==> config.mk <==
export PLATFORM = sky130hd
export DESIGN_NAME = prog_loader
export DESIGN_NICKNAME = d
export VERILOG_FILES = /design/src/rtl/loader_pkg.sv /design/src/rtl/prog_loader.sv
export SDC_FILE = /design/constraint.sdc
export NUM_CORES = 1
export LEC_CHECK = 0
export ABC_AREA = 1
export CORE_MARGIN = 2
export CORE_UTILIZATION = 54
export CTS_CLUSTER_SIZE = 30
export DETAILED_ROUTE_END_ITERATION = 12
export MAX_ROUTING_LAYER = met4
export PLACE_DENSITY = 0.79
export SKIP_CTS_REPAIR_TIMING = 1
export SYNTH_ARGS = -nofsm -noshare
export SYNTH_HDL_FRONTEND = slang
export SYNTH_SLANG_ARGS = --single-unit
export TNS_END_PERCENT = 50
==> constraint.sdc <==
create_clock -name clk -period 2.5 [get_ports clk]
set_input_delay 0.375 -clock clk [delete_from_list [all_inputs] [get_ports clk]]
set_output_delay 0.375 -clock clk [all_outputs]
set_load 0.01 [all_outputs]
==> src/rtl/loader_pkg.sv <==
// ============================================================================
// loader_pkg : shared types and defaults for the program loader
// Rev 1.0    : initial release
// ============================================================================
`default_nettype none

package loader_pkg;

  // Must match the processor's instruction memory depth (2**7 = 128 words).
  localparam int          LOADER_ADDR_W    = 7;
  localparam logic [7:0]  LOADER_SYNC_BYTE = 8'hA5;

  typedef enum logic [2:0] {
    S_IDLE    = 3'd0,
    S_CNT_HI  = 3'd1,
    S_CNT_LO  = 3'd2,
    S_DATA_HI = 3'd3,
    S_DATA_LO = 3'd4,
    S_CSUM    = 3'd5,
    S_DONE    = 3'd6,
    S_ERR     = 3'd7
  } state_t;

endpackage

`default_nettype wire

==> src/rtl/prog_loader.sv <==
// ============================================================================
// prog_loader : byte-stream image loader into instruction memory; holds the
//               CPU in reset until a full image is loaded. Optional CHECKSUM_EN.
// Rev 1.0     : initial release
// ============================================================================
`default_nettype none

module prog_loader
  import loader_pkg::*;
#(
  parameter int         ADDR_W    = LOADER_ADDR_W,
  parameter logic [7:0] SYNC_BYTE = LOADER_SYNC_BYTE
) (
  input  logic              clk,
  input  logic              rst,
  input  logic [7:0]        rx_data,
  input  logic              rx_valid,
  input  logic              load_req,
  output logic              imem_we,
  output logic [ADDR_W-1:0] imem_addr,
  output logic [15:0]       imem_wdata,
  output logic              cpu_rst,
  output logic              busy,
  output logic              done,
  output logic              error
);

  localparam logic [15:0] DEPTH = 16'(1 << ADDR_W);
`ifdef CHECKSUM_EN
  localparam state_t AFTER_DATA = S_CSUM;
`else
  localparam state_t AFTER_DATA = S_DONE;
`endif

  state_t            state;
  state_t            next;
  logic [7:0]        hi;
  logic [15:0]       count;
  logic [ADDR_W:0]   idx;
  logic [15:0]       count_w;
  logic              last;
`ifdef CHECKSUM_EN
  logic [7:0]        csum;
`endif

  always_comb begin
    next    = state;
    count_w = {hi, rx_data};
    last    = ((16'(idx) + 16'd1) == count);
    case (state)
      S_IDLE:    if (rx_valid && rx_data == SYNC_BYTE) next = S_CNT_HI;
      S_CNT_HI:  if (rx_valid) next = S_CNT_LO;
      S_CNT_LO:
        if (rx_valid) begin
          if (count_w == 16'd0)      next = AFTER_DATA;
          else if (count_w > DEPTH)  next = S_ERR;
          else                       next = S_DATA_HI;
        end
      S_DATA_HI: if (rx_valid) next = S_DATA_LO;
      S_DATA_LO: if (rx_valid) next = last ? AFTER_DATA : S_DATA_HI;
`ifdef CHECKSUM_EN
      S_CSUM:    if (rx_valid) next = (rx_data == csum) ? S_DONE : S_ERR;
`endif
      S_DONE,
      S_ERR:     if (load_req) next = S_IDLE;
      default:   next = state;
    endcase
  end

  always_ff @(posedge clk or posedge rst) begin
    if (rst) begin
      state      <= S_IDLE;
      hi         <= 8'd0;
      count      <= 16'd0;
      idx        <= '0;
      imem_we    <= 1'b0;
      imem_addr  <= '0;
      imem_wdata <= 16'd0;
      cpu_rst    <= 1'b1;
      busy       <= 1'b0;
      done       <= 1'b0;
      error      <= 1'b0;
`ifdef CHECKSUM_EN
      csum       <= 8'd0;
`endif
    end else begin
      state   <= next;
      imem_we <= 1'b0;
      // Status flags follow the next state so they line up with it exactly.
      cpu_rst <= (next != S_DONE);
      done    <= (next == S_DONE);
      error   <= (next == S_ERR);
      busy    <= (next inside {S_CNT_HI, S_CNT_LO, S_DATA_HI, S_DATA_LO, S_CSUM});
      if (rx_valid) begin
        case (state)
          S_IDLE: begin
`ifdef CHECKSUM_EN
            if (rx_data == SYNC_BYTE) csum <= 8'd0;
`endif
          end
          S_CNT_HI: begin
            hi <= rx_data;
`ifdef CHECKSUM_EN
            csum <= csum ^ rx_data;
`endif
          end
          S_CNT_LO: begin
            count <= count_w;
            idx   <= '0;
`ifdef CHECKSUM_EN
            csum <= csum ^ rx_data;
`endif
          end
          S_DATA_HI: begin
            hi <= rx_data;
`ifdef CHECKSUM_EN
            csum <= csum ^ rx_data;
`endif
          end
          S_DATA_LO: begin
            imem_we    <= 1'b1;
            imem_addr  <= idx[ADDR_W-1:0];
            imem_wdata <= {hi, rx_data};
            idx        <= idx + (ADDR_W+1)'(1);
`ifdef CHECKSUM_EN
            csum <= csum ^ rx_data;
`endif
          end
          default: ;
        endcase
      end
    end
  end

endmodule

`default_nettype wire

**After elaboration in Yosys (flattened, before gate mapping)**

Index checks and enable logic that the tools add are counted.

- Reduce and logical (&&, ||, !) cells: 11
- Divide/modulo/power cells: 0
- Bitwise operators: 0
- Multiply operators: 0
- Multiplexer cells: 13
- Eq/ne operators: 16
- Shift operators: 0
- $lt $le $gt $ge: 1
- $add $sub $neg: 2

Operators by type and width:

| cell | number |
|---|---|
| 3-bit 2-to-1 mux | 9 |
| 3-bit equality test, second input constant | 7 |
| 3-bit one-hot mux with 6 select lines | 1 |
| 9-bit by 16-bit equality test with 1-bit output | 1 |
| 16-bit by 8-bit greater-than comparator with 1-bit output, second input constant | 1 |
| 16-bit zero test | 1 |
| 8-bit one-hot mux with 2 select lines | 1 |
| 3-bit by 2-bit equality test with 1-bit output, second input constant | 4 |
| 8-bit by 1-bit adder with 9-bit output, second input constant | 1 |
| 8-bit by 1-bit adder with 8-bit output, second input constant | 1 |
| 8-bit equality test, second input constant | 1 |
| 2-bit AND reduction | 4 |
| 3-bit by 1-bit equality test with 1-bit output, second input constant | 2 |
| 5-bit nonzero test | 1 |
| 2-bit OR reduction | 2 |
| 3-bit zero test | 1 |
| 3-bit != test, second input constant | 1 |
| 1-bit 2-to-1 mux | 2 |
| 2-bit nonzero test | 1 |
| 1-bit logical AND | 1 |

- Word-level logic and storage cells: 54
- Output and inout port bits: 28
- Latch bits: 0
- Bits in writable memories: 0
- Input port bits: 12
- Bits in read-only memories: 0
- Memories kept: 0
- Bits in registers: 63

**Longest topological paths before layout**

Gate-level depths: netlist of run 1.

- Depth in word-level cells: 7
- Gate-level depth with buffers: 16
- Depth with buffers taken out: 16

**Least setup slack after synthesis of run 1**

OpenSTA, ideal clock, no wires.

- Path kind: register to register
- From: register idx[0]
- To: register busy
- Stages on the path, launching flop included: 16
- Setup time: 0.116 ns
- Slack: 0.784 ns
- Buffers on the path: 0
- Data required time: 2.384 ns
- Period minus slack after synthesis: 1.716 ns
- Arrival time: 1.600 ns
- Cell sequence: dfrtp_1 -> ha_1 -> nand2_1 -> inv_1 -> nand2_2 -> nand2_1 -> nand2_1 -> nand3_2 -> nor2_1 -> nand2_1 -> nand2_2 -> nand2_2 -> nand2_2 -> nand2_4 -> nor2_1 -> nor2_1

- Longest elaborated chain between the ends: 7
- Elaborated cells between the ends (all ways): 11
- Those cells by class: add/sub (1); eq/ne (6); mux (3); reduce/logical (1)

RTL lines:

| element | line | RTL |
|---|---|---|
| start, declared | prog_loader.sv:39 | `logic [ADDR_W:0] idx;` |
| start signal, assigned | prog_loader.sv:124 | `idx <= idx + (ADDR_W+1)'(1);` |
| 8-bit by 1-bit adder with 9-bit output * | prog_loader.sv:49 | `last = ((16'(idx) + 16'd1) == count);` |
| 9-bit by 16-bit equality test with 1-bit output * | prog_loader.sv:49 |  |
| 3-bit 2-to-1 mux * (2 in series) | prog_loader.sv:60 | `S_DATA_LO: if (rx_valid) next = last ? AFTER_DATA : S_DATA_HI;` |
| 3-bit one-hot mux with 6 select lines * | prog_loader.sv:50 | `case (state)` |
| net next[0] | prog_loader.sv:36 | `state_t next;` |
| 3-bit by 1-bit equality test with 1-bit output (tied with other cells) | prog_loader.sv:93 | `busy <= (next inside {S_CNT_HI, S_CNT_LO, S_DATA_HI, S_DATA_LO, S_CSUM});` |
| 5-bit nonzero test * | prog_loader.sv:93 |  |
| end signal, assigned | prog_loader.sv:93 |  |
| end, declared | prog_loader.sv:23 | `output logic busy,` |

Mark *: on every way through the listed nets, which the timed path passes. The rest lies on a longest branch.
A chain may end at the register's enable or synchronous reset.

**Worst setup path in the final report of run 1**

Same ends and word-level chain as after synthesis.

==> impl_metrics.py, run 1 <==
metrics = {
    "timing": {
        "rsz0062_at_grt": "false",
        "tightest_slew_ns": 0.514,
        "timing.fmax_ghz": 0.492,
        "period_minus_slack_ns": 2.03,
        "fin_tns_setup_ns": 0,
        "worst_slack_ns": 0.468,
        "report.final.hold_viol_count": 0,
        "max_slew_margin": 0.657,
        "setup_viol_count_final": 0,
        "fin_skew_ns": 0.00940,
        "fin_crit_sh": 0.813,
        "hold_ws_ns": 0.376,
        "maxSlewViolCount": 0,
    },
    "synthesis": {
        "synth_mux_area_frac": 0,
        "ys_types": 25,
        "synth_xor_area_frac": 0,
        "synth-adder-area-share": 0.00431,
        "syn-num-nets": 362,
        "syn_inst": 349,
        "synthSimpleGateAreaFrac": 0.252,
        "synth_top_family_by_area": "simple AND/OR/NAND/NOR gates",
        "syn_avg_cell_area_sq_um": 8.31,
        "synth.yosys.seq_area_share": 0.544,
        "synth_compound_area_frac": 0.118,
        "yosys_warnings": 0,
        "ys_ff_latch": 63,
        "syn-cell-area_sq_um": 2900,
    },
    "cells_and_area": {
        "area_delta_synth_final_pct": 25.5,
        "drive_above_1_share": 0.0995,
        "nets": 410,
        "diodes": 0,
        "fill_cells": 442,
    },
    "placed_design": {
        "place_ws_ns": 0.242,
        "gp_congestion": 0.810,
        "io_buffers": 39,
        "hpwl_microns": 4630,
    },
    "critical_path": {
        "critical_path.top_delay_family": "simple AND/OR/NAND/NOR gates",
        "slowest_delay_ns": 0.45,
        "crit_required_ns": 2.73,
        "crit_chain": "ha_1 > inv_1 > nand2_1 > nand2_1 > nand2_1 > nand2_1 > nor2_1 > nand3_1 > nor2_1 > nand2_1 > nand2_2 > nand2_2 > nand2_2 > nand2_4 > nor2_1 > nor2_1",
        "cp.arrival_ns": 2.26,
        "crit_path_start_kind": "flop",
        "critical_path_class": "flop to flop",
        "crit_top_cell": "nand2_1",
        "path_buf_inv": 1,
        "cp_max_fo": 6,
        "end_kind": "flop",
        "crit_path_top_delay_cell": "dfrtp_1",
    },
    "pwr": {
        "power_frac_clock": 0.229,
        "p_leak_nw": 1.78,
        "p_switching_mw": 1.64,
        "pwr-share-seq": 0.397,
        "irDropWorstVdd_v": 0.000705,
        "power_density_nw_per_um2": 1220,
        "power_frac_comb": 0.374,
        "intPower_mw": 2.80,
        "finalPower_mw": 4.44,
        "p_sw_frac": 0.369,
    },
    "clocking": {
        "htreeDepth": 3,
        "cts_buffer_depth": 2,
        "cts_tree": "done",
        "clk_pin_slew_worst_paths_ns": 0.08,
        "cts_buffers": 9,
        "clock_latency_ns": 0.35,
        "cts_root_buf": "clkbuf_8",
        "clock-sinks": 63,
    },
    "job": {
        "maxCapViolCount": 0,
    },
    "route": {
        "ant_nets": 0,
        "routed_wl_microns": 6280,
        "num_vias": 2459,
        "viasPerCell": 5.21,
        "drtIter0Drc": 212,
        "drc": 0,
        "avgRoutedWirePerCell_microns": 13.3,
        "drt-pass1-iter-count": 4,
    },
    "floorplan": {
        "start_util": 0.564,
        "ioPinCount": 40,
        "die_h_microns": 77.3,
        "die_area_sq_um": 5970,
        "core_sq_um": 5140,
        "die_w_microns": 77.3,
        "row_count": 26,
    },
    "global_routing": {
        "grt.busiest_layer": "met2",
        "grt_start_max_net_pins": 25,
        "grt_use_met1": 0.316,
        "use_met3": 0.0482,
        "use_met2": 0.370,
        "track_usage": 0.243,
        "grt_overflow_total": 0,
        "antenna_found_initial": 0,
        "grt_pass1_wl_microns": 11000,
        "grt_pass1_vias": 2396,
    },
    "hold_path": {
        "hp-class": "input pin to async pin",
    },
    "run_status": {
        "status": "finished clean",
    },
}
[placed cells by master (no fill, tap or decap), drive strengths merged, types with 2 or more instances in the layout]
cell / instances
a21oi: 3
buf: 8
bufinv: 2
clkbuf: 10
clkdlybuf4s50: 39
clkinvlp: 2
dfrtp: 62
inv: 53
nand2: 97
nand3: 28
nand4: 7
nor2: 22
nor3: 2
nor4: 2
o21ai: 55
o21bai: 2
o22ai: 3
[flip-flops by register name, summed over array words and instances, names as in the netlist]
register and cells:
cpu_rst 1, done 1, hi 8, error 1
imem_wdata 16, busy 1, count 16, imem_addr 7
idx 8, state 3, imem_we 1
[synthesized netlist by cell type]
master / count / share of area
nor2_1: 19 / 0.025
nand2_2: 5 / 0.011
inv_1: 51 / 0.066
nor4_1: 2 / 0.0043
ha_1: 1 / 0.0043
nand4_1: 7 / 0.015
o21ai_1: 2 / 0.0035
nand3_1: 27 / 0.047
a21oi_1: 3 / 0.0052
nand2_4: 4 / 0.016
buf_4: 1 / 0.0026
nand2_1: 88 / 0.11
nor2_8: 1 / 0.0069
a221oi_1: 1 / 0.0030
nor3_1: 2 / 0.0035
nand3_2: 1 / 0.0035
dfstp_2: 1 / 0.0091
dfrtp_1: 62 / 0.53
clkbuf_1: 9 / 0.012
o41ai_1: 1 / 0.0030
o21bai_1: 2 / 0.0052
nor2_4: 2 / 0.0078
inv_2: 1 / 0.0013
o22ai_1: 3 / 0.0065
o21ai_0: 53 / 0.091
[per-stage QoR]
stage / util / std cells / area [sq um]
4_1_cts: 0.708 / 472 / 3640
5_1_grt: 0.708 / 472 / 3640
6_report: 0.708 / 472 / 3640
3_5_place_dp: 0.663 / 456 / 3410
3_3_place_gp: 0.663 / 456 / 3410
2_1_floorplan: - / 349 / 2900
[kinds of logic (layout without fill, tap and decap cells)]
family | count (synthesis) | after routing
simple gates | 158 | 158
compound gates | 65 | 65
fa+ha+maj | 1 | 1
flops | 63 | 63
buf+inv | 62 | 115
[cell type report]
type                            count  area (sq um)  area share
Tap cell                           70          87.6      0.0241
Timing Repair Buffer               47           463       0.127
Inverter                           52           195      0.0536
Clock inverter                      6          92.6      0.0254
Sequential cell                    63          1580       0.433
Clock buffer                       10           138      0.0378
Multi-Input combinational cell    224          1090       0.298
[routing by layer]
metal	vias up	wire [microns]
met5	-	0
met4	0	97
met3	11	340
met2	84	2900
met1	1143	2940
li1	1221	-
[power groups by stage]
stage | Combinational (mW) | Clock [mW] | Sequential [mW]
after floorplan | 0.949 | 0 | 1.80
after global placement | 1.61 | 0 | 1.76
after detailed placement | 1.66 | 0 | 1.77
after CTS | 1.68 | 1.03 | 1.76
after global routing | 1.89 | 1.07 | 1.82
final | 1.66 | 1.02 | 1.76
[worst paths after layout]
path	startpoint	endpoint	slack, ns	depth (start not counted)
worst min-delay path	rst	imem_wdata[14]	0.38	2
max in group asynchronous	rst	hi[5]	1.49	3
worst min register to register	imem_wdata[7]	imem_wdata[7]	0.48	2
worst max register to register	idx[0]	busy	0.47	16
worst max-delay path	idx[0]	busy	0.47	16
min in group clk	imem_wdata[7]	imem_wdata[7]	0.48	2
Note: power is estimated with default switching activity, not from simulation.
==> inputs of run 2 (changes only) <==
- clock period: 2.5 -> 1.9 ns (I/O delays scaled with it)
==> run 2 against run 1 <==
Critical endpoint unchanged. Hold slack lost 0.043 ns. Cell area grew 1.4%. First-iteration DRC count shrank 33%. Non-clock buffer count grew 11.
==> impl_metrics.py, run 2 (synthesis gave the netlist of run 1 again) <==
metrics = {
    "placed_design": {
        "io_buffers": 39,
        "hpwl_microns": 4610,
        "place_ws_ns": -0.100,
        "gp_congestion": 0.848,
    },
    "pwr": {
        "power_frac_comb": 0.417,
        "power_density_nw_per_um2": 1530,
        "pwr-share-seq": 0.413,
        "intPower_mw": 3.48,
        "p_switching_mw": 2.17,
        "power_frac_clock": 0.171,
        "p_leak_nw": 1.81,
        "irDropWorstVdd_v": 0.000744,
        "p_sw_frac": 0.383,
    },
    "route": {
        "routed_wl_microns": 6520,
        "drc": 0,
        "viasPerCell": 5.12,
        "ant_nets": 0,
        "highest_layer": "met4",
        "num_vias": 2473,
        "drtIter0Drc": 143,
        "dr_wl_met2_microns": 3000,
        "drt-pass1-iter-count": 4,
        "met3_length_microns": 384,
        "avgRoutedWirePerCell_microns": 13.5,
        "wl_met1_microns": 3070,
    },
    "hold_path": {
        "hp-class": "input pin to async pin",
    },
    "clocking": {
        "htreeDepth": 3,
        "cts_root_buf": "clkbuf_8",
        "clock-sinks": 63,
        "clk_pin_slew_worst_paths_ns": 0.07,
        "cts_buffers": 9,
        "cts_buffer_depth": 2,
        "cts_tree": "done",
        "clock_latency_ns": 0.34,
    },
    "timing": {
        "fin_crit_sh": 0.981,
        "rsz0062_at_grt": "true",
        "timing.fmax_ghz": 0.536,
        "report.final.hold_viol_count": 0,
        "worst_slack_ns": 0.0357,
        "maxSlewViolCount": 0,
        "setup_viol_count_final": 0,
        "fin_skew_ns": 0.00662,
        "period_minus_slack_ns": 1.86,
        "max_slew_margin": 0.718,
        "tightest_slew_ns": 0.418,
    },
    "global_routing": {
        "grt_pass1_wl_microns": 11300,
        "track_usage": 0.246,
        "grt_pass1_vias": 2417,
        "antenna_found_initial": 0,
        "grt_start_max_net_pins": 64,
        "grt_overflow_total": 0,
    },
    "cells_and_area": {
        "area_delta_synth_final_pct": 27.2,
        "fill_cells": 428,
        "fin_util": 0.718,
        "drive_above_1_share": 0.138,
        "seqCellArea_sq_um": 1580,
        "nets": 421,
        "final_common_cell": "nand2_1",
        "multiInputGateArea_sq_um": 1130,
        "most-common-layout-cells": "88 x nand2_1, 61 x dfrtp_1, 53 x o21ai_0",
        "reg_top3": "count (16), imem_wdata (16)",
        "diodes": 0,
    },
    "floorplan": {
        "die_area_sq_um": 5970,
        "core_sq_um": 5140,
        "row_count": 26,
        "die_w_microns": 77.3,
        "start_util": 0.564,
        "die_h_microns": 77.3,
        "ioPinCount": 40,
    },
    "critical_path": {
        "crit_top_cell": "nand3_1",
        "r2r_cells": 14,
        "path_buf_inv": 1,
        "crit_chain": "buf_4 > nand2_1 > nor2_4 > nand3_1 > nand3_1 > nand3_1 > nor2_1 > nand2_1 > nand2_2 > nand2_2 > nand2_4 > nand2_4 > nor2_2 > nor2_1",
        "crit_required_ns": 2.13,
        "end_kind": "flop",
        "crit_path_top_delay_cell": "dfrtp_1",
        "cp-startpoint": "idx[1]",
        "critical_path_depth": 14,
        "slowest_delay_ns": 0.39,
        "cp_max_fo": 7,
        "cp.arrival_ns": 2.10,
        "critical_path_class": "flop to flop",
        "critical_path.top_delay_family": "simple AND/OR/NAND/NOR gates",
        "crit_path_start_kind": "flop",
        "rr_startpoint": "idx[1]",
    },
    "job": {
        "maxCapViolCount": 0,
    },
    "run_status": {
        "status": "finished clean",
    },
}
[run 2: worst min-delay path, stage by stage]
cell and delay [ns]:
clkdlybuf4s50_1 0.42, inv_2 0.08, buf_12 0.28
[run 2: worst paths after layout]
kind                                       end  slack [ns]
min in group clk                  imem_addr[3]        0.48
worst max register to register            busy        0.04
worst min register to register    imem_addr[3]        0.48
worst min-delay path            imem_wdata[15]        0.33
max in group asynchronous              cpu_rst        1.26
worst max-delay path                      busy        0.04
[run 2: power groups by stage]
stage,sequential (mW),clock [mW],combinational (mW)
after floorplan,2.36,0,1.25
after global placement,2.32,0,2.20
after detailed placement,2.32,0,2.26
after CTS,2.31,0.973,2.27
after global routing,2.41,1.04,2.68
final,2.33,0.963,2.35
[run 2: layer usage]
layer  track usage  up-vias
li1              -     1237
met1         0.336     1159
met2         0.359       71
met3        0.0588        6
met4        0.0929        0
met5             -        -
[run 2: layout make-up]
class                   count  share of cell area
clock inverters             5             0.00678
flip-flops and latches     63               0.428
well taps                  70              0.0237
repair buffers             58               0.148
multi-input cells         224               0.305
inverters                  52              0.0529
clock buffers              11              0.0356
[run 2: through the flow]
step | hold WS [ns] | TNS (ns) | power [mW] | area [sq um] | std cells
3_5_place_dp | 0.472 | -0.181 | 4.59 | 3480 | 465
2_1_floorplan | 0.406 | 0 | 3.61 | 2900 | 349
6_report | 0.333 | 0 | 5.65 | 3690 | 483
4_1_cts | 0.351 | 0 | 5.55 | 3630 | 481
3_3_place_gp | 0.465 | -0.0922 | 4.52 | 3480 | 465
5_1_grt | 0.387 | -0.322 | 6.13 | 3690 | 483
